[src/rtl/fft4_sequencer.sv]
// ---------------------------------------------------------------------------
// fft4_sequencer
//   Frame controller for a 4-point radix-2 DIT FFT/IFFT. Collects four complex
//   samples, runs four butterfly operations (two stages of two) through one
//   external combinational butterfly unit, then streams X0..X3 out in natural
//   order. The twiddle constants are owned here.
//
// Ports
//   clk, rst_n          clock (rising edge) / asynchronous active-low reset
//   in_valid/in_ready   input sample handshake, in_data = x0..x3 in time order
//   inv                 0 = FFT, 1 = IFFT; captured with x0, held for the frame
//   out_valid/out_ready output bin handshake, out_data = X0..X3, out_last = X3
//   bf_a, bf_b, bf_w    operands to the shared butterfly (0 when not computing)
//   bf_out0, bf_out1    butterfly results A+B*W and A-B*W
//   busy                high whenever the sequencer is not loading samples
//
// Complex words: real in [WIDTH-1:WIDTH/2], imag in [WIDTH/2-1:0], Q1.15.
// ---------------------------------------------------------------------------
module fft4_sequencer #(
   parameter int WIDTH = 32
) (
   input  logic             clk,
   input  logic             rst_n,
   input  logic             in_valid,
   output logic             in_ready,
   input  logic [WIDTH-1:0] in_data,
   input  logic             inv,
   output logic             out_valid,
   input  logic             out_ready,
   output logic [WIDTH-1:0] out_data,
   output logic             out_last,
   output logic [WIDTH-1:0] bf_a,
   output logic [WIDTH-1:0] bf_b,
   output logic [WIDTH-1:0] bf_w,
   input  logic [WIDTH-1:0] bf_out0,
   input  logic [WIDTH-1:0] bf_out1,
   output logic             busy
);

   localparam int HALF = WIDTH / 2;

   // Largest positive and most negative symmetric Q1.15 values (+1 and -1).
   localparam logic [HALF-1:0]  Q_ONE       = {1'b0, {(HALF-1){1'b1}}};
   localparam logic [HALF-1:0]  Q_MINUS_ONE = {1'b1, {(HALF-2){1'b0}}, 1'b1};
   localparam logic [WIDTH-1:0] W0          = {Q_ONE, {HALF{1'b0}}};
   localparam logic [WIDTH-1:0] W1_FWD      = {{HALF{1'b0}}, Q_MINUS_ONE};
   localparam logic [WIDTH-1:0] W1_INV      = {{HALF{1'b0}}, Q_ONE};

   typedef enum logic [2:0] {
      ST_LOAD,
      ST_S1P0,
      ST_S1P1,
      ST_S2P0,
      ST_S2P1,
      ST_OUT
   } state_t;

   state_t           state_q, state_d;
   logic [1:0]       ld_cnt_q, ld_cnt_d;
   logic [1:0]       out_cnt_q, out_cnt_d;
   logic             inv_q, inv_d;
   logic [WIDTH-1:0] mem_q [4];
   logic [WIDTH-1:0] mem_d [4];
   logic             out_valid_q, out_valid_d;
   logic             out_last_q, out_last_d;
   logic [WIDTH-1:0] out_data_q, out_data_d;
   logic [1:0]       rd_k;
   logic [1:0]       rd_idx;

   always_comb begin
      state_d     = state_q;
      ld_cnt_d    = ld_cnt_q;
      out_cnt_d   = out_cnt_q;
      inv_d       = inv_q;
      out_valid_d = out_valid_q;
      out_last_d  = out_last_q;
      out_data_d  = out_data_q;
      for (int i = 0; i < 4; i++) begin
         mem_d[i] = mem_q[i];
      end
      in_ready = 1'b0;
      busy     = 1'b1;
      bf_a     = '0;
      bf_b     = '0;
      bf_w     = '0;

      // Bin to present next: the current one on the priming cycle, otherwise
      // the one after the bin being accepted. After the in-place DIT stages
      // bin k lives at the bit-reversed address.
      rd_k   = out_valid_q ? out_cnt_q + 2'd1 : out_cnt_q;
      rd_idx = {rd_k[0], rd_k[1]};

      case (state_q)
         ST_LOAD: begin
            in_ready = 1'b1;
            busy     = 1'b0;
            if (in_valid) begin
               mem_d[ld_cnt_q] = in_data;
               ld_cnt_d        = ld_cnt_q + 2'd1;
               if (ld_cnt_q == 2'd0) begin
                  inv_d = inv;
               end
               if (ld_cnt_q == 2'd3) begin
                  state_d = ST_S1P0;
               end
            end
         end
         ST_S1P0: begin
            bf_a     = mem_q[0];
            bf_b     = mem_q[2];
            bf_w     = W0;
            mem_d[0] = bf_out0;
            mem_d[2] = bf_out1;
            state_d  = ST_S1P1;
         end
         ST_S1P1: begin
            bf_a     = mem_q[1];
            bf_b     = mem_q[3];
            bf_w     = W0;
            mem_d[1] = bf_out0;
            mem_d[3] = bf_out1;
            state_d  = ST_S2P0;
         end
         ST_S2P0: begin
            bf_a     = mem_q[0];
            bf_b     = mem_q[1];
            bf_w     = W0;
            mem_d[0] = bf_out0;
            mem_d[1] = bf_out1;
            state_d  = ST_S2P1;
         end
         ST_S2P1: begin
            bf_a      = mem_q[2];
            bf_b      = mem_q[3];
            bf_w      = inv_q ? W1_INV : W1_FWD;
            mem_d[2]  = bf_out0;
            mem_d[3]  = bf_out1;
            out_cnt_d = 2'd0;
            state_d   = ST_OUT;
         end
         ST_OUT: begin
            if (!out_valid_q) begin
               // First OUT cycle loads the output register with X0.
               out_valid_d = 1'b1;
               out_data_d  = mem_q[rd_idx];
               out_last_d  = (rd_k == 2'd3);
            end else if (out_ready) begin
               if (out_cnt_q == 2'd3) begin
                  out_valid_d = 1'b0;
                  out_data_d  = '0;
                  out_last_d  = 1'b0;
                  out_cnt_d   = 2'd0;
                  ld_cnt_d    = 2'd0;
                  state_d     = ST_LOAD;
               end else begin
                  out_cnt_d  = rd_k;
                  out_data_d = mem_q[rd_idx];
                  out_last_d = (rd_k == 2'd3);
               end
            end
         end
         default: begin
            state_d = ST_LOAD;
         end
      endcase
   end

   always_ff @(posedge clk or negedge rst_n) begin
      if (!rst_n) begin
         state_q     <= ST_LOAD;
         ld_cnt_q    <= 2'd0;
         out_cnt_q   <= 2'd0;
         inv_q       <= 1'b0;
         out_valid_q <= 1'b0;
         out_last_q  <= 1'b0;
         out_data_q  <= '0;
      end else begin
         state_q     <= state_d;
         ld_cnt_q    <= ld_cnt_d;
         out_cnt_q   <= out_cnt_d;
         inv_q       <= inv_d;
         out_valid_q <= out_valid_d;
         out_last_q  <= out_last_d;
         out_data_q  <= out_data_d;
      end
   end

   for (genvar gi = 0; gi < 4; gi++) begin : g_mem
      always_ff @(posedge clk or negedge rst_n) begin
         if (!rst_n) begin
            mem_q[gi] <= '0;
         end else begin
            mem_q[gi] <= mem_d[gi];
         end
      end
   end

   assign out_valid = out_valid_q;
   assign out_data  = out_data_q;
   assign out_last  = out_last_q;

endmodule

[config.mk]
export PLATFORM = sky130hd
export DESIGN_NAME = fft4_sequencer
export DESIGN_NICKNAME = d
export VERILOG_FILES = /design/src/rtl/fft4_sequencer.sv
export SDC_FILE = /design/constraint.sdc
export NUM_CORES = 1
export LEC_CHECK = 0
export CORE_ASPECT_RATIO = 0.7
export CORE_MARGIN = 3
export CORE_UTILIZATION = 46
export CTS_CLUSTER_DIAMETER = 80
export CTS_CLUSTER_SIZE = 10
export DETAILED_ROUTE_END_ITERATION = 10
export MAX_ROUTING_LAYER = met4
export PLACE_DENSITY = 0.69
export SYNTH_ARGS = -nofsm -noshare
export SYNTH_HDL_FRONTEND = slang
export SYNTH_SLANG_ARGS = --single-unit
export TNS_END_PERCENT = 1
[constraint.sdc]
create_clock -name clk -period 3.3 [get_ports clk]
set_input_delay 0.33 -clock clk [delete_from_list [all_inputs] [get_ports clk]]
set_output_delay 0.33 -clock clk [all_outputs]
set_load 0.005 [all_outputs]
==> results of run 1 <==
Yosys cell counts (2+ instances only):
cell type / count
a22oi_1: 64
nor2b_1: 19
nand2b_1: 4
nand3b_4: 3
a211oi_1: 17
o21ai_0: 45
buf_4: 43
o221ai_1: 58
a21o_1: 16
and2_1: 33
inv_2: 2
nand2_1: 204
a21oi_4: 3
inv_1: 18
or3_1: 2
nand3_1: 35
a21oi_2: 2
o31a_1: 15
buf_1: 5
nor2_1: 150
ha_1: 5
a22o_1: 34
a211o_1: 3
nand3b_1: 2
o21ai_1: 116
dfrtp_1: 170
buf_6: 4
mux2i_1: 100
mux2_2: 2
a31oi_1: 79
mux4_2: 2
and3_1: 2
buf_2: 68
o22ai_1: 4
nor3_1: 15
clkbuf_1: 56
a21oi_1: 67
state kept, by name, indices dropped and copies added, names as in the netlist:
| signal | count |
|---|---|
| ld_cnt_q | 2 |
| out_last | 1 |
| mem_q | 128 |
| out_valid | 1 |
| state_q | 3 |
| inv_q | 1 |
| out_cnt_q | 2 |
| out_data | 32 |
per-layer routing:
layer  global-route usage, %  vias up
li1                        -     5598
met1                    47.8     5859
met2                    48.3     1006
met3                    7.67      113
met4                    10.1        0
met5                       -        -
metrics by stage:
step / setup slack [ns] / utilization [%] / hold WS, ns
2_1_floorplan: 1.25 / - / 0.0344
3_3_place_gp: 0.630 / 56.9 / 0.417
3_5_place_dp: 0.598 / 56.9 / 0.423
4_1_cts: 0.120 / 59.4 / 0.484
5_1_grt: 0.00272 / 59.4 / 0.504
6_report: 0.107 / 59.4 / 0.477
worst max-delay path, cell delays in order (launching register included):
cell and delay [ns]:
dfrtp_2 0.66, inv_2 0.15, nor2_4 0.45, buf_4 0.30, a22oi_1 0.10, o21ai_0 0.20, clkdlybuf4s50_1 0.54
worst paths after layout:
kind | from | endpoint | slack [ns] | cells after the start
worst max-delay path | state_q[1] | bf_a[20] | 0.11 | 6
worst min-delay path | out_data[0] | out_data[0] | 0.48 | 2
worst max register to register | out_cnt_q[0] | out_data[2] | 0.57 | 6
worst min register to register | out_data[0] | out_data[0] | 0.48 | 2
max in group asynchronous | rst_n | mem_q[78] | 1.83 | 3
min in group asynchronous | rst_n | out_data[2] | 0.50 | 2
where the power goes:
group | total [mW] | switching, mW | internal, mW
sequential | 4.12 | 1.12 | 3.00
clock | 2.16 | 0.886 | 1.27
combinational | 10.5 | 6.10 | 4.42
total | 16.8 | 8.11 | 8.69
placed cells by master (no fill, tap or decap), types with 3 or more instances in the layout:
master and instances:
dfrtp_2 4, nor3_1 15, mux2i_1 100, bufinv_16 3
clkbuf_1 4, clkbuf_8 4, nor2b_4 3, buf_4 38
and2_1 32, clkinv_2 3, inv_1 18, ha_1 3
clkdlybuf4s50_1 230, o21ai_0 45, a22oi_1 64, a21oi_1 67
dfrtp_1 165, nand2b_1 4, a22o_1 34, o221ai_1 58
nand2_1 204, nor2_1 149, a31oi_1 79, buf_12 9
o22ai_1 4, o21ai_1 116, a21oi_4 4, clkbuf_16 17
a21o_1 16, o31a_1 15, a211oi_1 17, nor2b_1 16
nand3_1 35, nand3b_4 3
logic make-up (layout without fill, tap and decap cells):
| logic type | count (synthesis) | after routing |
|---|---|---|
| xor+xnor | 2 | 2 |
| simple gates | 474 | 474 |
| buf+inv | 197 | 333 |
| flops | 170 | 170 |
| fa+ha+maj | 5 | 5 |
| mux | 104 | 104 |
| other cells | 1 | 2 |
| compound gates | 528 | 528 |
cell type report:
| cell class | count | area (µm²) |
|---|---|---|
| fill | 2290 | 10200 |
| multi-input combinational | 1114 | 6750 |
| sequential | 170 | 4260 |
| timing repair buffer | 280 | 2800 |
| clock buffer | 25 | 495 |
| tap | 325 | 407 |
| clock inverter | 7 | 113 |
| inverter | 21 | 78.8 |
| antenna | 1 | 2.50 |
timing repair:
action | CTS | global route
hold endpoints to repair | 72 | 0
resized for setup | 0 | 2
endpoints found under the setup margin | 0 | 6
hold buffers | 1 | 0
==> summary.txt, run 1 <==
Final layout
  • Layout cell share with drive strength beyond 1: under 10%
  • P&R area growth vs syn: 24.7%
  • Layout Nets: 1710
  • Post-Layout Inst Area: between 10000 and 15000 µm²
  • Non-Filler Instances: between 1500 and 2000

Floorplan
  • Rows: 48
  • Die extent in x: 199 µm
  • Initial Utilization: 47.6%
  • Die Span Y: approximately 140 µm
  • Die area: roughly 28000 µm²
  • IO Pins: 233
  • Core ar.: 25100 µm²

Route
  • First-pass iteration count of the detailed router: 6
  • Initial DRC Count: 1926
  • DR top layer: met4
  • Final WL: between 40 and 50 mm
  • Drc violations: 0
  • Drt wl/cell: 24.0 µm
  • Met3 wire length: 6.49 mm
  • Vias per inst: 6.47
  • ANT nets after route: 0
  • Met1 wire length: approximately 19 mm
  • Detailed-route via count: 12576
  • Met2 WL: 19.6 mm

Place
  • Dpl cells: 1909
  • Port Buffers: 231
  • HPWL Detailed: 29.9 mm
  • Routability Congestion: 0.879
  • Area after DPL: 14300 µm²

Timing
  • Tmin final: 3.19 ns
  • RSZ-0062 raised after global routing: false
  • Clock skew: ~0.011 ns
  • Endpoints failing hold: 0
  • Post-route clock period utilization: approximately 97%
  • FMAX: 313 MHz
  • Max Slew Vio Count: 0
  • Setup violators final: 0
  • Setup TNS: 0 ns
  • Slew HR: 23.1%
  • Tightest Pin Transition: ~1.2 ns

Clocking
  • CTS tree: yes
  • Max Root-Sink Buffers: 2
  • Sink Count: 170
  • H-tree Lvls: 4
  • Clock slew at reported path FFs: about 0.07 ns
  • Root Buffer: clkbuf_16
  • Postcts setup bufs: 0
  • Later-pin clock latency in the skew report: 0.44 ns
  • Num CTS Buffers: 17

Setup path
  • Worst EP arrival: approximately 2.9 ns
  • Crit path capture type: output pin
  • Worst-path maximum fanout: 16
  • Setup CP Type: reg2out
  • Required time of the critical path: 2.97 ns
  • Startpoint Class: flop

Logic synthesis
  • Synth top area share: a little over a third
  • Leading register cell type out of synthesis: dfrtp_1
  • Synth Area in Compound Gates: 29.0%
  • Ranking of synthesized cells by area: dfrtp_1 36%, mux2i_1 8.4%, nand2_1 6.4%
  • Count of cell types in the netlist: 51
  • Cells after synthesis: between 1000 and 1500
  • Synth Area per Inst: 8.07 µm²
  • Seq/Total Area, Yosys: 35.6%
  • Synth Area in Adders: 0.523%
  • Largest family of logic cells by synthesized area: compound AO/OA/AOI/OAI gates
  • Asr flop ratio synth: 100%
  • Mapped Nets: 1587
  • Post-Synthesis Cell Area: 12000 µm²
  • Mux contribution to synthesized area: 8.94%
  • Simple-Gate Fraction of Synth Area: 17.3%
  • Post-synth top area cell: dfrtp_1
  • XOR/XNOR Fraction of Synth Area: 0.146%
  • Synthesized flop and latch total: 170
  • EDFF count, synth: 0
  • Synthesis Warnings: 0

GRT
  • Largest net degree at the start of global routing: 75
  • GRT Overall Usage: 33.8%
  • Initial antenna violation count: 1
  • Overflow after GRT: 0
  • Vias in the first global route: 12007
  • First-pass GRT wire length: 71.1 mm

Outcome
  • Status: finished, final reports clean

Power and ir drop
  • Pwr dens: ~1100 nW/µm²
  • Peak VDD IR: 0.000815 V
  • Pleak: 5.85 nW
  • Tot Pwr: 16.8 mW

Worst hold path
  • Worst min-delay path class: reg2reg

Run
  • Max Cap Viol: 0
Note: power is estimated with default switching activity, not from simulation.
==> inputs of run 2 (changes only) <==
--- a/config.mk
+++ b/config.mk
@@ -13,6 +13,7 @@
 export DETAILED_ROUTE_END_ITERATION = 10
 export MAX_ROUTING_LAYER = met4
 export PLACE_DENSITY = 0.69
+export SKIP_LAST_GASP = 1
 export SYNTH_ARGS = -nofsm -noshare
 export SYNTH_HDL_FRONTEND = slang
 export SYNTH_SLANG_ARGS = --single-unit
==> summary.txt, run 2 (same netlist as run 1, synthesis figures left out) <==
Final layout
  • Commonest non-fill, non-tap cell in the layout: clkdlybuf4s50_1
  • P&R area growth vs syn: 24.7% (about the same)
  • Top reg by flops: mem_q
  • Layout Nets: 1710 (unchanged)
  • Non-Filler Instances: 1943 (unchanged)
  • Number of flip-flops under the largest register name: 128 (unchanged)
  • Layout cell share with drive strength beyond 1: 6.86% (unchanged)
  • Commonest cells after routing, fill and taps aside: 230 x clkdlybuf4s50_1, 204 x nand2_1, 165 x dfrtp_1

Setup path
  • Crit path largest cell delay: 0.59 ns (-0.07 ns)
  • Startpoint Class: flop
  • Required time of the critical path: 2.97 ns (about the same)
  • Setup CP Type: reg2out
  • Worst-path cell chain: nor2_1 -> and2_2 -> buf_4 -> nand2_1 -> o21ai_0 -> clkdlybuf4s50_1
  • Crit path capture type: output pin
  • Reg2reg start: out_cnt_q[0]
  • FF-to-FF End: out_data[1]
  • FF-to-FF setup slack: 0.56 ns (about the same)
  • Setup crit end: bf_b[20]
  • Worst-path maximum fanout: 24 (+8)
  • Max stage delay cell, worst path: dfrtp_2
  • Reg2Reg Depth: 6 (unchanged)
  • CP startpoint: state_q[1]
  • Worst EP arrival: 2.87 ns (about the same)

GRT
  • Largest net degree at the start of global routing: 75 (unchanged)
  • Initial antenna violation count: 1 (unchanged)
  • Overflow after GRT: 0 (unchanged)
  • First-pass GRT wire length: 71.1 mm (unchanged)
  • Vias in the first global route: 12007 (unchanged)
  • GRT Overall Usage: 33.8% (unchanged)

Floorplan
  • Core ar.: 25100 µm² (unchanged)
  • Rows: 48 (unchanged)
  • IO Pins: 233 (unchanged)
  • Die area: 28000 µm² (unchanged)
  • Die extent in x: 199 µm (unchanged)
  • Initial Utilization: 47.6% (unchanged)
  • Die Span Y: 141 µm (unchanged)

Worst hold path
  • Worst min-delay path class: reg2reg

Place
  • Place WS: 0.598 ns (unchanged)
  • Routability Congestion: 0.879 (unchanged)
  • Port Buffers: 231 (unchanged)
  • Dpl cells: 1909 (unchanged)
  • HPWL Detailed: 29.9 mm (unchanged)

Power and ir drop
  • Clk network pwr share: 12.8% (about the same)
  • Tot Pwr: 16.8 mW (-0.13%)
  • Peak VDD IR: 0.000832 V (+2.0%)
  • Pwr dens: 1130 nW/µm² (-0.12%)
  • Internal Power: 8.69 mW (about the same)
  • Pleak: 5.85 nW (about the same)
  • Logic gate share of total power: 62.6% (about the same)
  • Flop pwr share: 24.6% (about the same)
  • Sw Ratio: 48.2% (-0.060 points)
  • Sw power: 8.09 mW (-0.25%)

Run
  • Max Cap Viol: 0 (unchanged)

Route
  • Drt wl/cell: 24.0 µm (about the same)
  • Detailed-route via count: 12500 (-0.60%)
  • First-pass iteration count of the detailed router: 5 (-1)
  • Final WL: 46.6 mm (about the same)
  • Vias per inst: 6.43 (-0.60%)
  • Drc violations: 0 (unchanged)
  • Initial DRC Count: 1816 (-5.7%)
  • ANT nets after route: 0 (unchanged)

Clocking
  • Clock slew at reported path FFs: 0.07 ns (about the same)
  • Later-pin clock latency in the skew report: 0.44 ns (about the same)
  • CTS tree: yes
  • Num CTS Buffers: 17 (unchanged)
  • H-tree Lvls: 4 (unchanged)
  • Root Buffer: clkbuf_16
  • Max Root-Sink Buffers: 2 (unchanged)
  • Sink Count: 170 (unchanged)

Timing
  • Clock skew: 0.00950 ns (-0.00199 ns)
  • Setup violators final: 0 (unchanged)
  • Post-route clock period utilization: 97.0% (+0.19 points)
  • Tmin final: 3.20 ns (+0.00613 ns)
  • Slew HR: 25.0% (+2.0 points)
  • Tightest Pin Transition: 1.12 ns (-0.0294 ns)
  • Max Slew Vio Count: 0 (unchanged)
  • FMAX: 313 MHz (-0.19%)
  • Endpoints failing hold: 0 (unchanged)
  • RSZ-0062 raised after global routing: true
  • Post-route setup slack: 0.100 ns (-0.00613 ns)

Outcome
  • Status: finished, final reports clean
## run 2: cell count changes in the layout (fill, tap and decap cells not counted)
cell / change
and2_2: +1
and2_4: -1
## run 2: metal layers
| metal | track usage, % | up-vias | share of wire [%] | wire length (µm) |
|---|---|---|---|---|
| met1 | 47.8 | 5852 | 42 | 19700 |
| met3 | 7.67 | 127 | 13 | 6080 |
| met4 | 10.1 | 0 | 2.8 | 1290 |
| li1 | - | 5600 | - | - |
| met2 | 48.3 | 921 | 42 | 19500 |
| met5 | - | - | 0 | 0 |
## run 2: worst min path at each step
stage | start | endpoint | slack, ns | cells after the start
global route | inv | inv_q | 0.50 | 2
detailed placement | rst_n | out_data[2] | 0.42 | 1
global placement | rst_n | out_data[3] | 0.42 | 1
finish | out_data[0] | out_data[0] | 0.48 | 2
floorplan | rst_n | inv_q | 0.03 | 0
CTS | out_data[0] | out_data[0] | 0.48 | 2
## run 2: final cells by class
| class | count | area [µm²] |
|---|---|---|
| fillers | 2289 | 10200 |
| multi-input cells | 1114 | 6750 |
| flip-flops and latches | 170 | 4260 |
| repair buffers | 280 | 2800 |
| clock buffers | 25 | 495 |
| well taps | 325 | 407 |
| clock inverters | 7 | 113 |
| inverters | 21 | 78.8 |
| diodes | 1 | 2.50 |
## run 2: through the flow
step / instance area (µm²) / hold slack, ns / utilization [%] / TNS [ns]
floorplan: 12000 / 0.0344 / - / 0
global placement: 14300 / 0.417 / 56.9 / 0
detailed placement: 14300 / 0.423 / 56.9 / 0
CTS: 14900 / 0.484 / 59.4 / 0
global route: 14900 / 0.504 / 59.4 / -0.0857
finish: 14900 / 0.478 / 59.4 / 0
## run 2: power groups by stage
| stage | clock network, mW | registers, mW | logic (mW) |
|---|---|---|---|
| 2_1_floorplan | 0 | 3.68 | 6.51 |
| 6_report | 2.15 | 4.12 | 10.5 |
| 3_5_place_dp | 0 | 4.10 | 10.3 |
| 5_1_grt | 2.25 | 4.23 | 11.2 |
| 4_1_cts | 2.15 | 4.07 | 10.3 |
| 3_3_place_gp | 0 | 4.08 | 10.1 |
## run 2: critical path: cells and delay by family (launching register included)
family                 cells  cell delay (ns)
AOI/OAI and AO/OA          1             0.10
DFF                        1             0.59
and+or+nand+nor            3             0.87
buffers and inverters      2             0.86
## run 2: repair_timing
action | 4_1_cts | 5_1_grt
hold buffers | 1 | 0
resized for setup | 0 | 1
endpoints found under the setup margin | 0 | 6
setup buffers | 0 | 0
hold endpoints to repair | 72 | 0
